<file path="config.mk">
export PLATFORM = sky130hd
export DESIGN_NAME = id_ex_stage_flat
export DESIGN_NICKNAME = d
export VERILOG_FILES = /design/src/rtl/id_ex_stage_if.sv /design/src/rtl/id_ex_stage.sv /design/src/flat_wrapper.sv
export SDC_FILE = /design/constraint.sdc
export NUM_CORES = 1
export LEC_CHECK = 0
export BUFFER_PORTS_ARGS = -buffer_cell sky130_fd_sc_hd__buf_2
export CORE_UTILIZATION = 48
export DETAILED_ROUTE_END_ITERATION = 8
export MAX_ROUTING_LAYER = met4
export PLACE_DENSITY = 0.95
export SETUP_SLACK_MARGIN = 0.05
export SLEW_MARGIN = 20
export SYNTH_ARGS = -nofsm -noshare
export SYNTH_HDL_FRONTEND = slang
export SYNTH_SLANG_ARGS = --single-unit
</file>
<file path="constraint.sdc">
create_clock -name clk -period 5.4 [get_ports clk]
set_input_delay 0 -clock clk [delete_from_list [all_inputs] [get_ports clk]]
set_output_delay 0 -clock clk [all_outputs]
set_load 0.005 [all_outputs]
</file>
<file path="src/rtl/id_ex_stage_if.sv">
// Bundle of ID-side operands, MEM/EX bypass sources, pipeline control and the
// registered ID/EX outputs shared between the decode driver and id_ex_stage.
interface id_ex_stage_if #(
  parameter int DATA_W = 16,
  parameter int ADDR_W = 4
);
  logic              id_valid;
  logic [ADDR_W-1:0] id_p0_addr;
  logic [ADDR_W-1:0] id_p1_addr;
  logic              id_re0;
  logic              id_re1;
  logic [DATA_W-1:0] id_p0;
  logic [DATA_W-1:0] id_p1;
  logic [ADDR_W-1:0] id_dst_addr;
  logic              id_we;
  logic              id_ld;
  logic [DATA_W-1:0] ex_result;
  logic              mem_valid;
  logic              mem_we;
  logic [ADDR_W-1:0] mem_dst_addr;
  logic [DATA_W-1:0] mem_result;
  logic              flush;
  logic              hold;
  logic              stall;
  logic              ex_valid;
  logic [DATA_W-1:0] ex_op0;
  logic [DATA_W-1:0] ex_op1;
  logic [ADDR_W-1:0] ex_dst_addr;
  logic              ex_we;
  logic              ex_ld;

  modport master (
    output id_valid, id_p0_addr, id_p1_addr, id_re0, id_re1, id_p0, id_p1,
           id_dst_addr, id_we, id_ld, ex_result, mem_valid, mem_we,
           mem_dst_addr, mem_result, flush, hold,
    input  stall, ex_valid, ex_op0, ex_op1, ex_dst_addr, ex_we, ex_ld
  );

  modport slave (
    input  id_valid, id_p0_addr, id_p1_addr, id_re0, id_re1, id_p0, id_p1,
           id_dst_addr, id_we, id_ld, ex_result, mem_valid, mem_we,
           mem_dst_addr, mem_result, flush, hold,
    output stall, ex_valid, ex_op0, ex_op1, ex_dst_addr, ex_we, ex_ld
  );
endinterface

</file>
<file path="src/rtl/id_ex_stage.sv">
// ID/EX pipeline register with EX/MEM operand forwarding, load-use bubble
// insertion, branch flush and downstream hold.
module id_ex_stage #(
  parameter int DATA_W = 16,
  parameter int ADDR_W = 4
) (
  input logic         clk,
  input logic         rst,
  id_ex_stage_if.slave bus
);

  logic              vld_p1;
  logic              we_p1;
  logic              ld_p1;
  logic [ADDR_W-1:0] dst_p1;
  logic [DATA_W-1:0] op0_p1;
  logic [DATA_W-1:0] op1_p1;

  logic              ex_fwd_ok;
  logic              mem_fwd_ok;
  logic [DATA_W-1:0] fwd0_p0;
  logic [DATA_W-1:0] fwd1_p0;
  logic              load_use;
  logic              bubble;

  // r0 is hardwired to zero; the younger EX producer shadows MEM.
  function automatic logic [DATA_W-1:0] fwd_operand(
    input logic [ADDR_W-1:0] src,
    input logic [DATA_W-1:0] rf_data,
    input logic              ex_ok,
    input logic [ADDR_W-1:0] ex_dst,
    input logic [DATA_W-1:0] ex_data,
    input logic              mem_ok,
    input logic [ADDR_W-1:0] mem_dst,
    input logic [DATA_W-1:0] mem_data
  );
    if (src == '0)                   return '0;
    if (ex_ok && (ex_dst == src))    return ex_data;
    if (mem_ok && (mem_dst == src))  return mem_data;
    return rf_data;
  endfunction

  // ---- ID stage (p0): forwarding and hazard detection ----
  assign ex_fwd_ok  = vld_p1 & we_p1 & ~ld_p1;
  assign mem_fwd_ok = bus.mem_valid & bus.mem_we;

  assign fwd0_p0 = fwd_operand(bus.id_p0_addr, bus.id_p0, ex_fwd_ok, dst_p1,
                               bus.ex_result, mem_fwd_ok, bus.mem_dst_addr,
                               bus.mem_result);
  assign fwd1_p0 = fwd_operand(bus.id_p1_addr, bus.id_p1, ex_fwd_ok, dst_p1,
                               bus.ex_result, mem_fwd_ok, bus.mem_dst_addr,
                               bus.mem_result);

  // A load's data only exists after MEM, so a dependent reader must wait a cycle.
  assign load_use = bus.id_valid & vld_p1 & ld_p1 & we_p1 & (dst_p1 != '0) &
                    ((bus.id_re0 & (bus.id_p0_addr == dst_p1)) |
                     (bus.id_re1 & (bus.id_p1_addr == dst_p1)));

  assign bus.stall = bus.hold | (load_use & ~bus.flush);
  assign bubble    = bus.flush | load_use | ~bus.id_valid;

  // ---- EX stage (p1): ID/EX pipeline register ----
  always_ff @(posedge clk) begin
    if (rst) begin
      vld_p1 <= 1'b0;
      we_p1  <= 1'b0;
      ld_p1  <= 1'b0;
      dst_p1 <= '0;
      op0_p1 <= '0;
      op1_p1 <= '0;
    end else if (bus.hold) begin
      vld_p1 <= vld_p1;
      we_p1  <= we_p1;
      ld_p1  <= ld_p1;
      dst_p1 <= dst_p1;
      op0_p1 <= op0_p1;
      op1_p1 <= op1_p1;
    end else if (bubble) begin
      vld_p1 <= 1'b0;
      we_p1  <= 1'b0;
      ld_p1  <= 1'b0;
      dst_p1 <= '0;
      op0_p1 <= '0;
      op1_p1 <= '0;
    end else begin
      vld_p1 <= 1'b1;
      we_p1  <= bus.id_we;
      ld_p1  <= bus.id_ld;
      dst_p1 <= bus.id_dst_addr;
      op0_p1 <= fwd0_p0;
      op1_p1 <= fwd1_p0;
    end
  end

  assign bus.ex_valid    = vld_p1;
  assign bus.ex_we       = we_p1;
  assign bus.ex_ld       = ld_p1;
  assign bus.ex_dst_addr = dst_p1;
  assign bus.ex_op0      = op0_p1;
  assign bus.ex_op1      = op1_p1;

endmodule
</file>
<file path="src/flat_wrapper.sv">
// flat-port wrapper written by rule: the top's interface ports become plain ports
module id_ex_stage_flat 
#(
  parameter int DATA_W = 16,
  parameter int ADDR_W = 4
)
  (clk, rst, bus_id_valid, bus_id_p0_addr, bus_id_p1_addr, bus_id_re0, bus_id_re1, bus_id_p0, bus_id_p1, bus_id_dst_addr, bus_id_we, bus_id_ld, bus_ex_result, bus_mem_valid, bus_mem_we, bus_mem_dst_addr, bus_mem_result, bus_flush, bus_hold, bus_stall, bus_ex_valid, bus_ex_op0, bus_ex_op1, bus_ex_dst_addr, bus_ex_we, bus_ex_ld);
  id_ex_stage_if #(.DATA_W(DATA_W), .ADDR_W(ADDR_W)) bus_i ();
  input logic clk;
  input logic rst;
  input wire logic [$bits(bus_i.id_valid)-1:0] bus_id_valid;
  input wire logic [$bits(bus_i.id_p0_addr)-1:0] bus_id_p0_addr;
  input wire logic [$bits(bus_i.id_p1_addr)-1:0] bus_id_p1_addr;
  input wire logic [$bits(bus_i.id_re0)-1:0] bus_id_re0;
  input wire logic [$bits(bus_i.id_re1)-1:0] bus_id_re1;
  input wire logic [$bits(bus_i.id_p0)-1:0] bus_id_p0;
  input wire logic [$bits(bus_i.id_p1)-1:0] bus_id_p1;
  input wire logic [$bits(bus_i.id_dst_addr)-1:0] bus_id_dst_addr;
  input wire logic [$bits(bus_i.id_we)-1:0] bus_id_we;
  input wire logic [$bits(bus_i.id_ld)-1:0] bus_id_ld;
  input wire logic [$bits(bus_i.ex_result)-1:0] bus_ex_result;
  input wire logic [$bits(bus_i.mem_valid)-1:0] bus_mem_valid;
  input wire logic [$bits(bus_i.mem_we)-1:0] bus_mem_we;
  input wire logic [$bits(bus_i.mem_dst_addr)-1:0] bus_mem_dst_addr;
  input wire logic [$bits(bus_i.mem_result)-1:0] bus_mem_result;
  input wire logic [$bits(bus_i.flush)-1:0] bus_flush;
  input wire logic [$bits(bus_i.hold)-1:0] bus_hold;
  output wire logic [$bits(bus_i.stall)-1:0] bus_stall;
  output wire logic [$bits(bus_i.ex_valid)-1:0] bus_ex_valid;
  output wire logic [$bits(bus_i.ex_op0)-1:0] bus_ex_op0;
  output wire logic [$bits(bus_i.ex_op1)-1:0] bus_ex_op1;
  output wire logic [$bits(bus_i.ex_dst_addr)-1:0] bus_ex_dst_addr;
  output wire logic [$bits(bus_i.ex_we)-1:0] bus_ex_we;
  output wire logic [$bits(bus_i.ex_ld)-1:0] bus_ex_ld;
  assign bus_i.id_valid = bus_id_valid;
  assign bus_i.id_p0_addr = bus_id_p0_addr;
  assign bus_i.id_p1_addr = bus_id_p1_addr;
  assign bus_i.id_re0 = bus_id_re0;
  assign bus_i.id_re1 = bus_id_re1;
  assign bus_i.id_p0 = bus_id_p0;
  assign bus_i.id_p1 = bus_id_p1;
  assign bus_i.id_dst_addr = bus_id_dst_addr;
  assign bus_i.id_we = bus_id_we;
  assign bus_i.id_ld = bus_id_ld;
  assign bus_i.ex_result = bus_ex_result;
  assign bus_i.mem_valid = bus_mem_valid;
  assign bus_i.mem_we = bus_mem_we;
  assign bus_i.mem_dst_addr = bus_mem_dst_addr;
  assign bus_i.mem_result = bus_mem_result;
  assign bus_i.flush = bus_flush;
  assign bus_i.hold = bus_hold;
  assign bus_stall = bus_i.stall;
  assign bus_ex_valid = bus_i.ex_valid;
  assign bus_ex_op0 = bus_i.ex_op0;
  assign bus_ex_op1 = bus_i.ex_op1;
  assign bus_ex_dst_addr = bus_i.ex_dst_addr;
  assign bus_ex_we = bus_i.ex_we;
  assign bus_ex_ld = bus_i.ex_ld;
  id_ex_stage #(.DATA_W(DATA_W), .ADDR_W(ADDR_W)) u_core (.clk(clk), .rst(rst), .bus(bus_i));
endmodule
</file>
==> metrics.txt, run 1 <==
Finished Layout Cells 487; ratio of total power to cell area 196 mW/mm2; GRT Overall Usage ~34%; Yosys warning count 0; Finished Core Util 68.3%; width of the chip 72.7 um; remaining design rule violation count 0; Worst EP arrival 3.35 ns; post-synthesis sequential element count 39; Setup Fix Bufs, Post-CTS 0; fraction of the cycle the final worst path needs about three fifths; area share of the largest cell type after synthesis 32.5%; final RePlAce weighted congestion 0.929; number of vias per cell 6.09; global-route wire length before repair 13300 um; Die Outline Area 0.00529 mm2; internal power consumption 447 uW; Least-Margin Pin Slew 1.07 ns; Static Leakage 0.00150 uW; worst min path class in -> reg; number of enable flip-flop cells after synthesis 0; count leader, synth sky130_fd_sc_hd__nor3_1; Num Clock Sinks 39; minimum period implied by the final worst setup slack 3.19 ns; data required time of the worst path 5.57 ns; Core Box Area 0.00475 mm2; antenna diode instance count 0; unrepaired setup endpoints after global routing false; MaxCap Viol Count 0; Root Buffer Master sky130_fd_sc_hd__clkbuf_8; total net switching power about 190 uW; count of distinct cell types in the synthesized netlist 35; largest net degree at the start of global routing 35; Final Max Tran Viols 0; clock tree from TritonCTS built; Net Count, Synth 386; run status finished clean; type of the worst setup path reg -> reg; fraction of power consumed by the clock network 32.5%; sequential cell area fraction in the yosys report between 30% and 40%; count of boundary I/O pins between 100 and 150; Crit Path Max Fanout 20; setup tns final 0 ns; combinational share of power 20.3%; overall power consumption 636 uW; number of optimization iterations in the first detailed-route pass 6; detailed placer's ending HPWL 6090 um; post-synth design cell area 0.00240 mm2; worst supply voltage drop on vdd 0.163 mV; remaining global-route overflow 0; Num CTS Buffers 5; Syn Area/Cell 8.13 um2; fraction of layout instances using a drive strength above 1 a little under two fifths; worst-case clock skew 0.00194 ns; WL per Instance 17.6 um; Worst Reg-to-Reg Cells 5; worst rel slew slack 28.8%; total detailed-routing wirelength 8560 um; area growth from synthesis to final layout 35.3%; dominant cell type by area after synthesis sky130_fd_sc_hd__dfxtp_1; Startpoint Class flip-flop; starting density of the core about half; Final nets 510; top cells by area, synth sky130_fd_sc_hd__dfxtp_1 (33%), sky130_fd_sc_hd__nor3_1 (10%), sky130_fd_sc_hd__a22o_1 (8.0%); number of hold-slack violations in the final timing report 0; Critical Path End Type flip-flop; maximum level of the CTS H-tree 2; share of flip-flops with an asynchronous set or reset after synthesis 0%; number of instances in the synthesized netlist 295; Clk pin slew, worst setup/hold paths 0.08 ns; main flop type after synthesis sky130_fd_sc_hd__dfxtp_1; Starting DRT DRC Count approximately 230; Final setup viols 0; final worst hold slack 0.0397 ns; placed insts 470; Placement Rows 25; most instantiated cells after synthesis sky130_fd_sc_hd__nor3_1 (49), sky130_fd_sc_hd__dfxtp_1 (39), sky130_fd_sc_hd__nand2_1 (36), sky130_fd_sc_hd__a22o_1 (22), sky130_fd_sc_hd__inv_1 (21); Longest Clk Path Bufs 2; worst hold stages 3; vertical die dimension 72.7 um; count of buffers inserted at the top-level ports 130; worst skew pair latency 0.30 ns; switching part of the total power 29.8%; initial antenna violation count 0; number of global-route vias before repair 2928; total number of vias 2965; Peak Freq approximately 310 MHz; post-detailed-route count of antenna-violating nets 0; power share of the sequential group 47.2%
cells in the final DEF (no fill, tap or decap), drive strengths merged, types with 4 or more instances in the layout:
cell type / n
a22o: 22
o31ai: 16
dfxtp: 39
xnor2: 9
nor3: 50
xor2: 4
inv: 21
nand2: 36
and2: 16
dlygate4sd3: 8
o221ai: 16
clkbuf: 5
a221oi: 16
nor2b: 4
buf: 134
power groups by stage:
stage	combinational, uW	clock (uW)	sequential [uW]
floorplan	58.5	0	306
global placement	118	0	306
detailed placement	121	0	307
CTS	126	203	300
global route	139	218	301
finish	129	207	300
worst max-delay path: stages (launching register included):
cell and delay, ns:
sky130_fd_sc_hd__dfxtp_1 0.46, sky130_fd_sc_hd__xnor2_1 0.15, sky130_fd_sc_hd__nand4_1 0.64, sky130_fd_sc_hd__o22ai_2 0.93
sky130_fd_sc_hd__or2_1 0.69, sky130_fd_sc_hd__o31ai_1 0.18
routing by layer:
layer / wire, um / GRT usage (%) / vias up
met5: 0 / - / -
met1: 3340 / 37.7 / 1397
met2: 4280 / 58.4 / 199
met4: 185 / 12.0 / 0
li1: - / - / 1344
met3: 756 / 7.60 / 25
cell type report:
type | count | area [um2]
Sequential cell | 39 | 781
Clock inverter | 3 | 20.0
Fill cell | 402 | 1510
Inverter | 21 | 78.8
Tap cell | 67 | 83.8
Clock buffer | 5 | 68.8
Multi-Input combinational cell | 210 | 1450
Timing Repair Buffer | 142 | 768
worst paths after layout:
path	start	endpoint	slack [ns]
min	bus_ex_result[2]	u_core.bus.ex_op1[2]$_SDFFE_PP0N_	0.04
min reg2reg	u_core.bus.ex_op1[12]$_SDFFE_PP0N_	u_core.bus.ex_op1[12]$_SDFFE_PP0N_	0.48
max reg2reg	u_core.bus.ex_dst_addr[3]$_SDFFE_PP0N_	u_core.bus.ex_op1[8]$_SDFFE_PP0N_	2.21
max	u_core.bus.ex_dst_addr[3]$_SDFFE_PP0N_	u_core.bus.ex_op1[8]$_SDFFE_PP0N_	2.21
registers in the layout, summed over array words and instances (netlist names):
signal / flops
u_core.bus.ex_dst_addr: 4
u_core.bus.ex_op1: 16
u_core.bus.ex_valid: 1
u_core.bus.ex_op0: 16
u_core.bus.ex_ld: 1
u_core.bus.ex_we: 1
repair_timing:
item	in CTS	in global routing
hold buffers	8	0
setup endpoints to repair	0	0
gates resized for setup	0	0
endpoints found under the hold margin	7	0
kinds of logic after synthesis:
| group | Yosys count | share of synthesized area, % |
|---|---|---|
| DFF | 39 | 32.5 |
| AOI/OAI and AO/OA | 77 | 29.4 |
| and+or+nand+nor | 120 | 25.2 |
| buffers and inverters | 46 | 8.13 |
| xor gates and xnor gates | 13 | 4.74 |
through the flow:
step           area [um2]  worst slack (ns)
2_1_floorplan        2400              3.56
3_3_place_gp         3060              2.44
3_5_place_dp         3060              2.29
4_1_cts              3230              2.25
5_1_grt              3250              1.94
6_report             3250              2.21
No activity file was read; power rests on OpenSTA's default activity.
==> run 2: changes to the inputs <==
--- a/config.mk
+++ b/config.mk
@@ -6,10 +6,10 @@
 export NUM_CORES = 1
 export LEC_CHECK = 0
 export BUFFER_PORTS_ARGS = -buffer_cell sky130_fd_sc_hd__buf_2
-export CORE_UTILIZATION = 48
+export CORE_UTILIZATION = 45
 export DETAILED_ROUTE_END_ITERATION = 8
 export MAX_ROUTING_LAYER = met4
-export PLACE_DENSITY = 0.95
+export PLACE_DENSITY = 0.92
 export SETUP_SLACK_MARGIN = 0.05
 export SLEW_MARGIN = 20
 export SYNTH_ARGS = -nofsm -noshare
==> constraint.sdc (replaced) <==
create_clock -name clk -period 3 [get_ports clk]
set_input_delay 0 -clock clk [delete_from_list [all_inputs] [get_ports clk]]
set_output_delay 0 -clock clk [all_outputs]
set_load 0.005 [all_outputs]
==> metrics.txt, run 2 (synthesized netlist as in run 1, its figures left out) <==
run status finished clean; WL per Instance 17.5 um; worst min path class in -> reg; placed insts 479; initial antenna violation count 0; GRT Overall Usage 31.6%; Critical Path End Type flip-flop; MaxCap Viol Count 0; remaining design rule violation count 0; count of buffers inserted at the top-level ports between 100 and 150; final worst slack ~0.52 ns; count of boundary I/O pins ~130; post-detailed-route count of antenna-violating nets 0; Core Box Area 0.00511 mm2; number of optimization iterations in the first detailed-route pass 6; highest-count cells in the layout ignoring fill and taps sky130_fd_sc_hd__buf_2 (130), sky130_fd_sc_hd__nor3_1 (49), sky130_fd_sc_hd__dfxtp_1 (39), sky130_fd_sc_hd__nand2_1 (36), sky130_fd_sc_hd__a22o_1 (22); starting density of the core 47.0%; fraction of the cycle the final worst path needs 82.6%; Num Clock Sinks 39; Longest Clk Path Bufs 2; remaining global-route overflow 0; Static Leakage 0.00154 uW; Root Buffer Master sky130_fd_sc_hd__clkbuf_8; Placement Rows 26; PostCTS Resize Cnt 0; Die Outline Area approximately 0.0056 mm2; number of hold-slack violations in the final timing report 0; leading cell type in the layout, fill and taps excluded sky130_fd_sc_hd__buf_2; Clk pin slew, worst setup/hold paths 0.08 ns; unrepaired setup endpoints after global routing false; width of the chip 75.0 um; final RePlAce weighted congestion 0.979; maximum level of the CTS H-tree 2; Num CTS Buffers 5; minimum period implied by the final worst setup slack ~2.5 ns; number of global-route vias before repair 2893; Final nets 515; Final setup viols 0; worst rel slew slack 35.1%; global-route wire length before repair 13100 um; Least-Margin Pin Slew 0.971 ns; type of the worst setup path reg -> reg; worst supply voltage drop on vdd 0.253 mV; number of inserted filler cells in the final layout 437; Startpoint Class flip-flop; clock tree from TritonCTS built; worst-case clock skew 0.00722 ns; ratio of total power to cell area between 300 and 400 mW/mm2; setup tns final 0 ns; antenna diode instance count 0; overall power consumption between 1000 and 1500 uW; Peak Freq just over 400 MHz; data required time of the worst path 3.18 ns; Crit Path Max Fanout 19; area growth from synthesis to final layout 38.4%; worst skew pair latency around 0.3 ns; total detailed-routing wirelength between 8000 and 9000 um; total number of vias 3004; fraction of layout instances using a drive strength above 1 37.9%; vertical die dimension 75.0 um; detailed placer's ending HPWL 6210 um; number of vias per cell between 6 and 7; Finished Layout Cells about 500; largest net degree at the start of global routing 29; Final Max Tran Viols 0; worst setup slack before clock tree synthesis between 0.7 and 0.8 ns; Starting DRT DRC Count 430; Worst EP arrival roughly 2.7 ns
run 2: what timing repair did:
action                    4_1_cts  5_1_grt
hold endpoints to repair        7        0
hold buffers                    8        0
setup buffers                   0        0
run 2: cell type report:
class / instances / area [um2] / share of cell area (%)
flip-flops and latches: 39 / 781 / 23.5
clock buffers: 6 / 72.6 / 2.18
repair buffers: 147 / 798 / 24.0
clock inverters: 2 / 60.1 / 1.81
multi-input cells: 210 / 1440 / 43.5
well taps: 70 / 87.6 / 2.64
inverters: 21 / 78.8 / 2.37
run 2: worst paths after layout:
path / slack, ns / cells after the start / start / to
worst min-delay path: 0.03 / 3 / bus_ex_result[12] / u_core.bus.ex_op1[12]$_SDFFE_PP0N_
worst min register to register: 0.46 / 2 / u_core.bus.ex_op1[7]$_SDFFE_PP0N_ / u_core.bus.ex_op1[7]$_SDFFE_PP0N_
worst max-delay path: 0.52 / 7 / u_core.bus.ex_dst_addr[2]$_SDFFE_PP0N_ / u_core.bus.ex_valid$_SDFFE_PP0N_
worst max register to register: 0.52 / 7 / u_core.bus.ex_dst_addr[2]$_SDFFE_PP0N_ / u_core.bus.ex_valid$_SDFFE_PP0N_
run 2: metal layers:
metal / vias to the layer above / track usage (%) / routed length [um]
met2: 223 / 53.3 / 4270
met5: - / - / 0
met1: 1379 / 36.3 / 3220
li1: 1359 / - / -
met4: 0 / 14.3 / 297
met3: 43 / 6.16 / 850
run 2: metrics by stage:
stage               util [%]  instance area (um2)  hold slack [ns]
floorplan                  -                 2400           0.0691
global placement        60.9                 3110            0.197
detailed placement      60.9                 3110            0.208
CTS                     65.0                 3320           0.0330
global route            65.0                 3320           0.0417
finish                  65.0                 3320           0.0342
run 2: report_power, final:
part	leakage [uW]	internal (uW)	switching [uW]
Sequential	0.000316	530	9.30
Clock	0.0000654	333	196
Combinational	0.00116	114	123
Total	0.00154	977	328
run 2: worst max-delay path, stage by stage, from the launching register on:
cell and delay (ns):
sky130_fd_sc_hd__dfxtp_1 0.43, sky130_fd_sc_hd__xnor2_1 0.16, sky130_fd_sc_hd__nand4_1 0.39, sky130_fd_sc_hd__o22ai_2 0.34, sky130_fd_sc_hd__buf_4 0.30, sky130_fd_sc_hd__or3_1 0.14, sky130_fd_sc_hd__a21oi_1 0.05, sky130_fd_sc_hd__dlygate4sd3_1 0.54
